--- src/rtl/switch_pkg.sv ---
// Shared switch definitions: flood port code, MAC-request entry layout and
// the state encoding of the MAC-lookup sequencer.
package switch_pkg;

    localparam logic [2:0] DST_FLOOD = 3'b111;

    localparam int MAC_W        = 48;
    localparam int PORT_W       = 3;
    localparam int SRC_MAC_LSB  = 51;
    localparam int DST_MAC_LSB  = 3;
    localparam int SRC_PORT_LSB = 0;
    localparam int ENTRY_BITS   = 2 * MAC_W + PORT_W;

    typedef enum logic [2:0] {
        IDLE,
        RD,
        CAP,
        ISSUE,
        WAIT
    } lk_state_t;

    function automatic logic [MAC_W-1:0] entry_dst_mac(input logic [ENTRY_BITS-1:0] entry);
        return entry[DST_MAC_LSB +: MAC_W];
    endfunction

endpackage

--- src/rtl/rr_pick.sv ---
// Combinational round-robin finder: first requester searching upward from last+1.
// Zero latency; no state, the caller owns the last-grant pointer.
module rr_pick
    import switch_pkg::*;
#(
    parameter int N     = 4,
    parameter int IDX_W = (N > 1) ? $clog2(N) : 1
) (
    input  logic [N-1:0]     req,
    input  logic [IDX_W-1:0] last,
    output logic [N-1:0]     gnt,
    output logic [IDX_W-1:0] idx,
    output logic             any
);

    logic [IDX_W-1:0] cand;

    always_comb begin
        gnt  = '0;
        idx  = '0;
        any  = 1'b0;
        cand = '0;
        for (int i = 1; i <= N; i++) begin
            // Modulo keeps the wrap correct for non-power-of-two lane counts.
            cand = IDX_W'((int'(last) + i) % N);
            if (!any && req[cand]) begin
                any       = 1'b1;
                idx       = cand;
                gnt[cand] = 1'b1;
            end
        end
    end

endmodule

--- src/rtl/mac_lookup_sched.sv ---
// Shares one MAC-learning engine across per-lane request FIFOs, one lookup in flight.
// Pop 1 cycle after grant, lk_en 3 cycles after grant, response 1 cycle after lk_done; stalls while lk_busy.
module mac_lookup_sched
    import switch_pkg::*;
#(
    parameter int N_PORTS = 4,
    parameter int ENTRY_W = 99,
    parameter int TIMEOUT = 64
) (
    input  logic                         clk,
    input  logic                         reset,
    input  logic [N_PORTS-1:0]           req_empty,
    input  logic [N_PORTS*ENTRY_W-1:0]   req_data,
    output logic [N_PORTS-1:0]           req_rd,
    output logic                         lk_en,
    output logic [ENTRY_W-1:0]           lk_data,
    output logic [$clog2(N_PORTS)-1:0]   lk_tag,
    input  logic                         lk_busy,
    input  logic                         lk_done,
    input  logic [2:0]                   lk_dst_port,
    output logic [N_PORTS-1:0]           rsp_valid,
    output logic [2:0]                   rsp_dst_port,
    output logic                         timeout_err
);

    localparam int TAG_W = $clog2(N_PORTS);
    localparam int CNT_W = $clog2(TIMEOUT);
    localparam logic [CNT_W-1:0]   CNT_LAST = CNT_W'(TIMEOUT - 1);
    localparam logic [N_PORTS-1:0] LANE0    = N_PORTS'(1);

    lk_state_t          state;
    logic [TAG_W-1:0]   grant;
    logic [TAG_W-1:0]   last_grant;
    logic [CNT_W-1:0]   wd_cnt;

    logic [N_PORTS-1:0] pick_req;
    logic [N_PORTS-1:0] pick_gnt;
    logic [TAG_W-1:0]   pick_idx;
    logic               pick_any;

    // A busy engine hides every request so nothing is popped that cannot be issued.
    assign pick_req = lk_busy ? '0 : ~req_empty;

    rr_pick #(
        .N     (N_PORTS),
        .IDX_W (TAG_W)
    ) u_pick (
        .req  (pick_req),
        .last (last_grant),
        .gnt  (pick_gnt),
        .idx  (pick_idx),
        .any  (pick_any)
    );

    always_ff @(posedge clk) begin
        if (reset) begin
            state        <= IDLE;
            grant        <= '0;
            last_grant   <= TAG_W'(N_PORTS - 1);
            wd_cnt       <= '0;
            req_rd       <= '0;
            lk_en        <= 1'b0;
            lk_data      <= '0;
            lk_tag       <= '0;
            rsp_valid    <= '0;
            rsp_dst_port <= '0;
            timeout_err  <= 1'b0;
        end else begin
            req_rd      <= '0;
            lk_en       <= 1'b0;
            rsp_valid   <= '0;
            timeout_err <= 1'b0;
            case (state)
                IDLE: begin
                    if (pick_any) begin
                        grant  <= pick_idx;
                        req_rd <= pick_gnt;
                        state  <= RD;
                    end
                end
                RD: begin
                    state <= CAP;
                end
                CAP: begin
                    // FIFO read data is valid the cycle after the pop strobe.
                    lk_data <= req_data[int'(grant)*ENTRY_W +: ENTRY_W];
                    lk_tag  <= grant;
                    lk_en   <= 1'b1;
                    state   <= ISSUE;
                end
                ISSUE: begin
                    wd_cnt <= '0;
                    state  <= WAIT;
                end
                WAIT: begin
                    if (lk_done) begin
                        rsp_dst_port <= lk_dst_port;
                        rsp_valid    <= LANE0 << lk_tag;
                        last_grant   <= grant;
                        state        <= IDLE;
                    end else if (wd_cnt == CNT_LAST) begin
                        rsp_dst_port <= DST_FLOOD;
                        rsp_valid    <= LANE0 << lk_tag;
                        timeout_err  <= 1'b1;
                        last_grant   <= grant;
                        state        <= IDLE;
                    end else begin
                        wd_cnt <= wd_cnt + CNT_W'(1);
                    end
                end
                default: state <= IDLE;
            endcase
        end
    end

endmodule

--- config.mk ---
export PLATFORM = sky130hd
export DESIGN_NAME = mac_lookup_sched
export DESIGN_NICKNAME = d
export VERILOG_FILES = /design/src/rtl/switch_pkg.sv /design/src/rtl/rr_pick.sv /design/src/rtl/mac_lookup_sched.sv
export SDC_FILE = /design/constraint.sdc
export NUM_CORES = 1
export LEC_CHECK = 0
export ABC_CLOCK_PERIOD_IN_PS = 4000
export CORE_AREA = 3 3 203 205
export DETAILED_ROUTE_END_ITERATION = 6
export DIE_AREA = 0 0 206 208
export PLACE_DENSITY_LB_ADDON = 0.25
export SLEW_MARGIN = 0
export SYNTH_ARGS = -nofsm -noshare
export SYNTH_HDL_FRONTEND = slang
export SYNTH_HIERARCHICAL = 1
export SYNTH_SLANG_ARGS = --single-unit
--- constraint.sdc ---
create_clock -name clk -period 4 [get_ports clk]
set_input_delay 1 -clock clk [delete_from_list [all_inputs] [get_ports clk]]
set_output_delay 1 -clock clk [all_outputs]
set_load 0.05 [all_outputs]
==> results of run 1 <==
cell usage after synthesis (all sizes together):
cell type / number
o22ai: 1
nand3: 5
o31a: 1
dfxtp: 127
o31ai: 1
a211oi: 6
nand2b: 2
a32o: 1
buf: 40
nor4b: 3
mux4: 100
nor4: 4
or3b: 1
a21oi: 105
mux2i: 7
clkbuf: 24
a221oi: 2
o21a: 1
and2: 6
a31o: 1
ha: 9
nor2b: 1
xnor2: 1
a221o: 4
nor2: 24
o211a: 1
a31oi: 4
nor3: 7
o22a: 1
nand2: 220
inv: 9
nand3b: 3
nand4: 1
o21ai: 11
or4b: 1
and4: 1
nor3b: 1
a21boi: 2
flip-flops by register name (all words and copies together), names as in the netlist:
register      flops
lk_data          99
wd_cnt            6
req_rd            4
rsp_valid         4
rsp_dst_port      3
state             3
grant             2
last_grant        2
lk_tag            2
lk_en             1
timeout_err       1
per-stage QoR:
stage | setup slack, ps | util, %
floorplan | 1640 | -
global placement | 742 | 32.8
detailed placement | 693 | 32.8
CTS | 1160 | 34.3
global route | 960 | 34.3
finish | 1110 | 34.3
cell families after synthesis:
family	count (synthesis)
xor gates and xnor gates	1
AOI/OAI and AO/OA	142
buffers and inverters	73
DFF	127
and+or+nand+nor	280
muxes	107
adders and majority gates	9
critical path, delay by kind of cell:
family	cells	cell delay [ps]
AND/OR/NAND/NOR	3	1030
AO/OA/AOI/OAI	4	710
buffers and inverters	1	450
multiplexers	1	60
routing by layer:
layer	vias up	wire (um)	track usage, %
li1	3652	-	-
met1	3631	13300	17.7
met2	343	17800	28.5
met3	19	3010	4.32
met4	0	407	3.86
met5	-	0	0
path summary, 6_finish.rpt:
kind / slack (ps) / endpoint / cells after the start
worst max-delay path: 1110 / grant[1]$_SDFFE_PP0P_ / 9
worst min-delay path: 450 / lk_data[2]$_SDFFE_PP0N_ / 2
worst max register to register: 1430 / req_rd[3]$_SDFF_PP0_ / 6
worst min register to register: 450 / lk_data[2]$_SDFFE_PP0N_ / 2
where the power goes:
part,switching [mW],total [mW],internal (mW),leakage [nW]
combinational,0.759,1.54,0.780,3.19
clock,0.569,1.52,0.952,0.271
sequential,0.0883,1.45,1.36,1.03
total,1.42,4.51,3.10,4.49
layout make-up:
cell class	count	area [um2]
multi-input combinational	539	4470
inverter	9	33.8
timing repair buffer	528	5310
clock inverter	6	85.1
sequential	127	2550
antenna	1	2.50
tap	525	657
clock buffer	23	478
fill	4064	26100
==> results.yml, run 1 <==
timing:
  slew_headroom_pct: 21.6
  finalHoldViolCount: 0
  finalSetupViolations: 0
  max_freq_mhz: 346
  hold_ws_ps: 451
  rsz0062_at_grt: "false"
  timing.setup.tns_ps: 0
  slew_violations: 0
  tightest_slew_ps: 1180
  fin_crit_sh_pct: 72.2
  finClkSkew_ps: 7.28
  period_minus_slack_ps: 2890
yosys:
  ys_ff_latch: 127
  syn_inst: 739
  ys_types: 52
  synth.top_cell.area_share_pct: 34.5
  seq_area_frac_synth_pct: 34.5
  synthMuxAreaShare_pct: 31.7
  synth_xor_area_share_pct: 0.119
  syn_area_per_cell_um2: 9.98
  synth_area_leaders: "dfxtp_1 34%, mux4_2 31%, nand2_1 11%, a21oi_1 7.0%, buf_2 1.6%"
  synth_compound_area_share_pct: 11.3
  synth_largest_area_cell: "dfxtp_1"
  synth_area_um2: 7370
  synth_top_family_by_area: "multiplexers"
  synthAdderAreaFrac_pct: 1.53
  synth_simple_gate_area_share_pct: 15.9
  synth_warnings: 6
  synth_nets: 1155
global_route:
  grt_pass1_wl_mm: 49.8
  antenna_found_initial: 1
  first_global_vias: 7938
  grt_max_degree: 93
  grt-ovfl-total: 0
  track_usage_pct: 15.5
setup_path:
  crit_start: "lk_busy"
  critical-path-slowest-cell: "nor2_1"
  r2r_start: "last_grant[0]$_SDFFE_PP1P_"
  cp.arrival_ps: 3250
  crit_fanout: 10
  cp_cell_sequence: "clkdlybuf4s50_1, nor2_1, or3b_1, o21ai_1, a21oi_1, o22ai_2, o22a_1, mux2i_1, nor2_1"
  crit_path_end_kind: "register"
  worstPathRequired_ps: 4360
  start_kind: "input pin"
  path_common_cell: "nor2_1"
  slowest_delay_ps: 520
  critPathKind: "in -> reg"
floorplanning:
  num_io_pins: 521
  core_region_area_um2: 39600
  die_h_um: 208
  die_w_um: 206
  dieArea_um2: 42800
  rows: 73
  start_util_pct: 18.6
route:
  num_vias: 7645
  drtIter0Drc: 332
  avgViaCountPerCell: 4.35
  drc_errors: 0
  firstDrtPassIters: 4
  ant_nets: 0
  routed_wl_mm: 34.5
  wl_per_cell_um: 19.6
placed_design:
  io_buffers: 520
  dp_cells: 1728
  routabilityCongestion: 0.879
  dp_hpwl_mm: 27.0
  placed_area_um2: 13000
pwr:
  ir_drop_uv: 269
  p_leak_nw: 4.49
  power_mw: 4.51
  p_per_area_nw_per_um2: 332
clock_network:
  h-tree-depth: 4
  clockBufferDepth: 2
  cts_sinks: 127
  numCtsBuffers: 17
  clock_latency_ps: 430
  postCtsSetupBuffers: 0
  cts_resized: 0
  cts_tree: "built"
  cts_root_buf: "clkbuf_16"
  clk_pin_slew_worst_paths_ps: 50
  holdBufCountCts: 0
layout:
  drive_above_1_share_pct: 12.5
  final_area_um2: 13600
  mostFrequentLayoutCell: "clkdlybuf4s50_1"
  layout_common_cells: "519 x clkdlybuf4s50_1, 219 x nand2_1, 125 x dfxtp_1, 103 x a21oi_1, 100 x mux4_2"
  layout.cells.non_filler: 1758
  layout.nets: 1638
  syn2layout_area_growth_pct: 84.3
worst_hold_path:
  hp-start: "lk_data[2]$_SDFFE_PP0N_"
  hold_path_class: "reg -> reg"
status:
  outcome: "finished clean"
run:
  drv_cap: 0
No activity file was read; power rests on OpenSTA's default activity.
==> inputs of run 2 (changes only) <==
--- a/config.mk
+++ b/config.mk
@@ -5,7 +5,7 @@
 export SDC_FILE = /design/constraint.sdc
 export NUM_CORES = 1
 export LEC_CHECK = 0
-export ABC_CLOCK_PERIOD_IN_PS = 4000
+export ABC_CLOCK_PERIOD_IN_PS = 2900
 export CORE_AREA = 3 3 203 205
 export DETAILED_ROUTE_END_ITERATION = 6
 export DIE_AREA = 0 0 206 208
==> constraint.sdc (replaced) <==
create_clock -name clk -period 2.9 [get_ports clk]
set_input_delay 0.725 -clock clk [delete_from_list [all_inputs] [get_ports clk]]
set_output_delay 0.725 -clock clk [all_outputs]
set_load 0.05 [all_outputs]
==> run 2 against run 1 <==
Core utilization grew 0.29 points. First-iteration DRC count rose by 1.5%. Combinational power up 40%. Global-route usage decreased by 0.19 points. Power grew 40%. Sequential share of layout area fell by 0.16 points. Routed wire length is 1.1% lower. Sequential power grew 37%. Via count rose by 0.85%. Hold slack gained 0.90 ps. Die area unchanged. Non-clock buffer count up 9.
==> results.yml, run 2 (synthesized netlist as in run 1, its figures left out) <==
global_route:
  first_global_vias: 8012
  grt-ovfl-total: 0
  grt_max_degree: 65
  antenna_found_initial: 0
  track_usage_pct: 15.4
  grt_pass1_wl_mm: 49.4
layout:
  insertedDiodeCount: 0
  nFillCells: 4056
  drive_above_1_share_pct: 13.2
  largest_reg_flops: 99
  mostFrequentLayoutCell: "clkdlybuf4s50_1"
  regMostFlops: "lk_data"
  layout.nets: 1647
  syn2layout_area_growth_pct: 85.8
  layout_common_cells: "519 x clkdlybuf4s50_1, 219 x nand2_1, 125 x dfxtp_1, 103 x a21oi_1, 100 x mux4_2"
  reg_top3: "lk_data: 99 flops, wd_cnt: 6 flops"
pwr:
  power_mw: 6.32
  seqPwrFrac_pct: 31.4
  clockPowerShare_pct: 34.4
  power.switching_mw: 1.98
  swShare_pct: 31.3
  p_comb_share_pct: 34.2
  ir_drop_uv: 328
  p_per_area_nw_per_um2: 461
  p_leak_nw: 4.56
  intPower_mw: 4.35
timing:
  finalHoldViolCount: 0
  tightest_slew_ps: 762
  timing.setup.tns_ps: 0
  fin_crit_sh_pct: 86.4
  max_freq_mhz: 399
  rsz0062_at_grt: "false"
  finalSetupViolations: 0
  slew_headroom_pct: 49.2
  finClkSkew_ps: 6.78
  slew_violations: 0
  period_minus_slack_ps: 2510
clock_network:
  holdBufCountCts: 0
  clockBufferDepth: 2
  clk_pin_slew_worst_paths_ps: 60
  numCtsBuffers: 17
  postCtsSetupBuffers: 0
  cts_sinks: 127
  clock_latency_ps: 430
  cts_root_buf: "clkbuf_16"
  cts_tree: "built"
  cts_resized: 0
  h-tree-depth: 4
setup_path:
  start_kind: "input pin"
  critical-path-slowest-cell: "nor2_1"
  worstPathRequired_ps: 3190
  path_common_cell: "nor2_1"
  critPathKind: "in -> reg"
  path_buf_inv: 1
  crit_fanout: 8
  cp_cell_sequence: "clkdlybuf4s50_1, nor2_1, or3b_1, o21ai_1, a21oi_1, o22ai_2, o31a_1, mux2i_1, nor2_1"
  cp_top_family: "compound AO/OA/AOI/OAI gates"
  slowest_delay_ps: 460
  crit_path_end_kind: "register"
  cp.arrival_ps: 2790
route:
  routed_wl_mm: 34.1
  num_vias: 7710
  avgViaCountPerCell: 4.36
  ant_nets: 0
  wl_per_cell_um: 19.3
  drtIter0Drc: 337
  drc_errors: 0
  firstDrtPassIters: 4
floorplanning:
  die_w_um: 206
  num_io_pins: 521
  die_h_um: 208
  dieArea_um2: 42800
  rows: 73
  core_region_area_um2: 39600
  start_util_pct: 18.6
worst_hold_path:
  hold_path_class: "reg -> reg"
status:
  outcome: "finished clean"
placed_design:
  routabilityCongestion: 0.871
  dp_hpwl_mm: 27.2
  io_buffers: 520
run:
  drv_cap: 0
[run 2: worst reg2reg max path, stage by stage (launching register included)]
cell	delay, ps
dfxtp_1	350
buf_4	240
mux4_2	650
a21boi_0	170
o31a_1	270
mux2i_1	150
nor2_1	50
[run 2: path summary, 6_finish.rpt]
kind,endpoint,cells past startpoint,slack (ps),startpoint
setup / recovery,grant[0]$_SDFFE_PP0P_,9,390,lk_busy
setup reg to reg,grant[0]$_SDFFE_PP0P_,6,880,last_grant[0]$_SDFFE_PP1P_
hold / removal,lk_data[49]$_SDFFE_PP0N_,2,450,lk_data[49]$_SDFFE_PP0N_
hold reg to reg,lk_data[49]$_SDFFE_PP0N_,2,450,lk_data[49]$_SDFFE_PP0N_
[run 2: power groups by stage]
stage / Sequential (mW) / Clock, mW / Combinational [mW]
floorplan: 2.42 / 0 / 0.756
global placement: 2.02 / 0 / 2.19
detailed placement: 2.02 / 0 / 2.19
CTS: 1.99 / 2.26 / 2.20
global route: 2.00 / 2.33 / 2.30
finish: 1.98 / 2.17 / 2.16
[run 2: cell type report]
class	count	area, um2	share of cell area [%]
timing repair buffer	537	5410	39.5
multi-input combinational	539	4470	32.6
sequential	127	2550	18.6
tap	525	657	4.79
clock buffer	26	509	3.72
clock inverter	5	77.6	0.566
inverter	9	33.8	0.247
[run 2: layer usage]
layer	part of all wire, %	track usage [%]	vias to the layer above
met2	51	27.5	336
met5	0	0	-
met1	39	17.4	3677
met4	1.5	4.33	0
met3	9.0	4.94	22
li1	-	-	3675
[run 2: through the flow]
stage	hold slack, ps	cell area (um2)	setup slack (ps)	util (%)	instances
6_report	452	13700	394	34.6	1768
5_1_grt	464	13700	284	34.6	1768
4_1_cts	454	13700	420	34.6	1768
3_5_place_dp	445	13100	11.6	33.1	1737
3_3_place_gp	441	13100	123	33.1	1737
2_1_floorplan	460	7370	812	-	739
==> inputs of run 3 (changes only) <==
--- a/config.mk
+++ b/config.mk
@@ -7,6 +7,7 @@
 export LEC_CHECK = 0
 export ABC_CLOCK_PERIOD_IN_PS = 2900
 export CORE_AREA = 3 3 203 205
+export CTS_CLUSTER_DIAMETER = 40
 export DETAILED_ROUTE_END_ITERATION = 6
 export DIE_AREA = 0 0 206 208
 export PLACE_DENSITY_LB_ADDON = 0.25
==> results of run 3 <==
No change in the layout: final DEF, timing and power equal those of run 2.
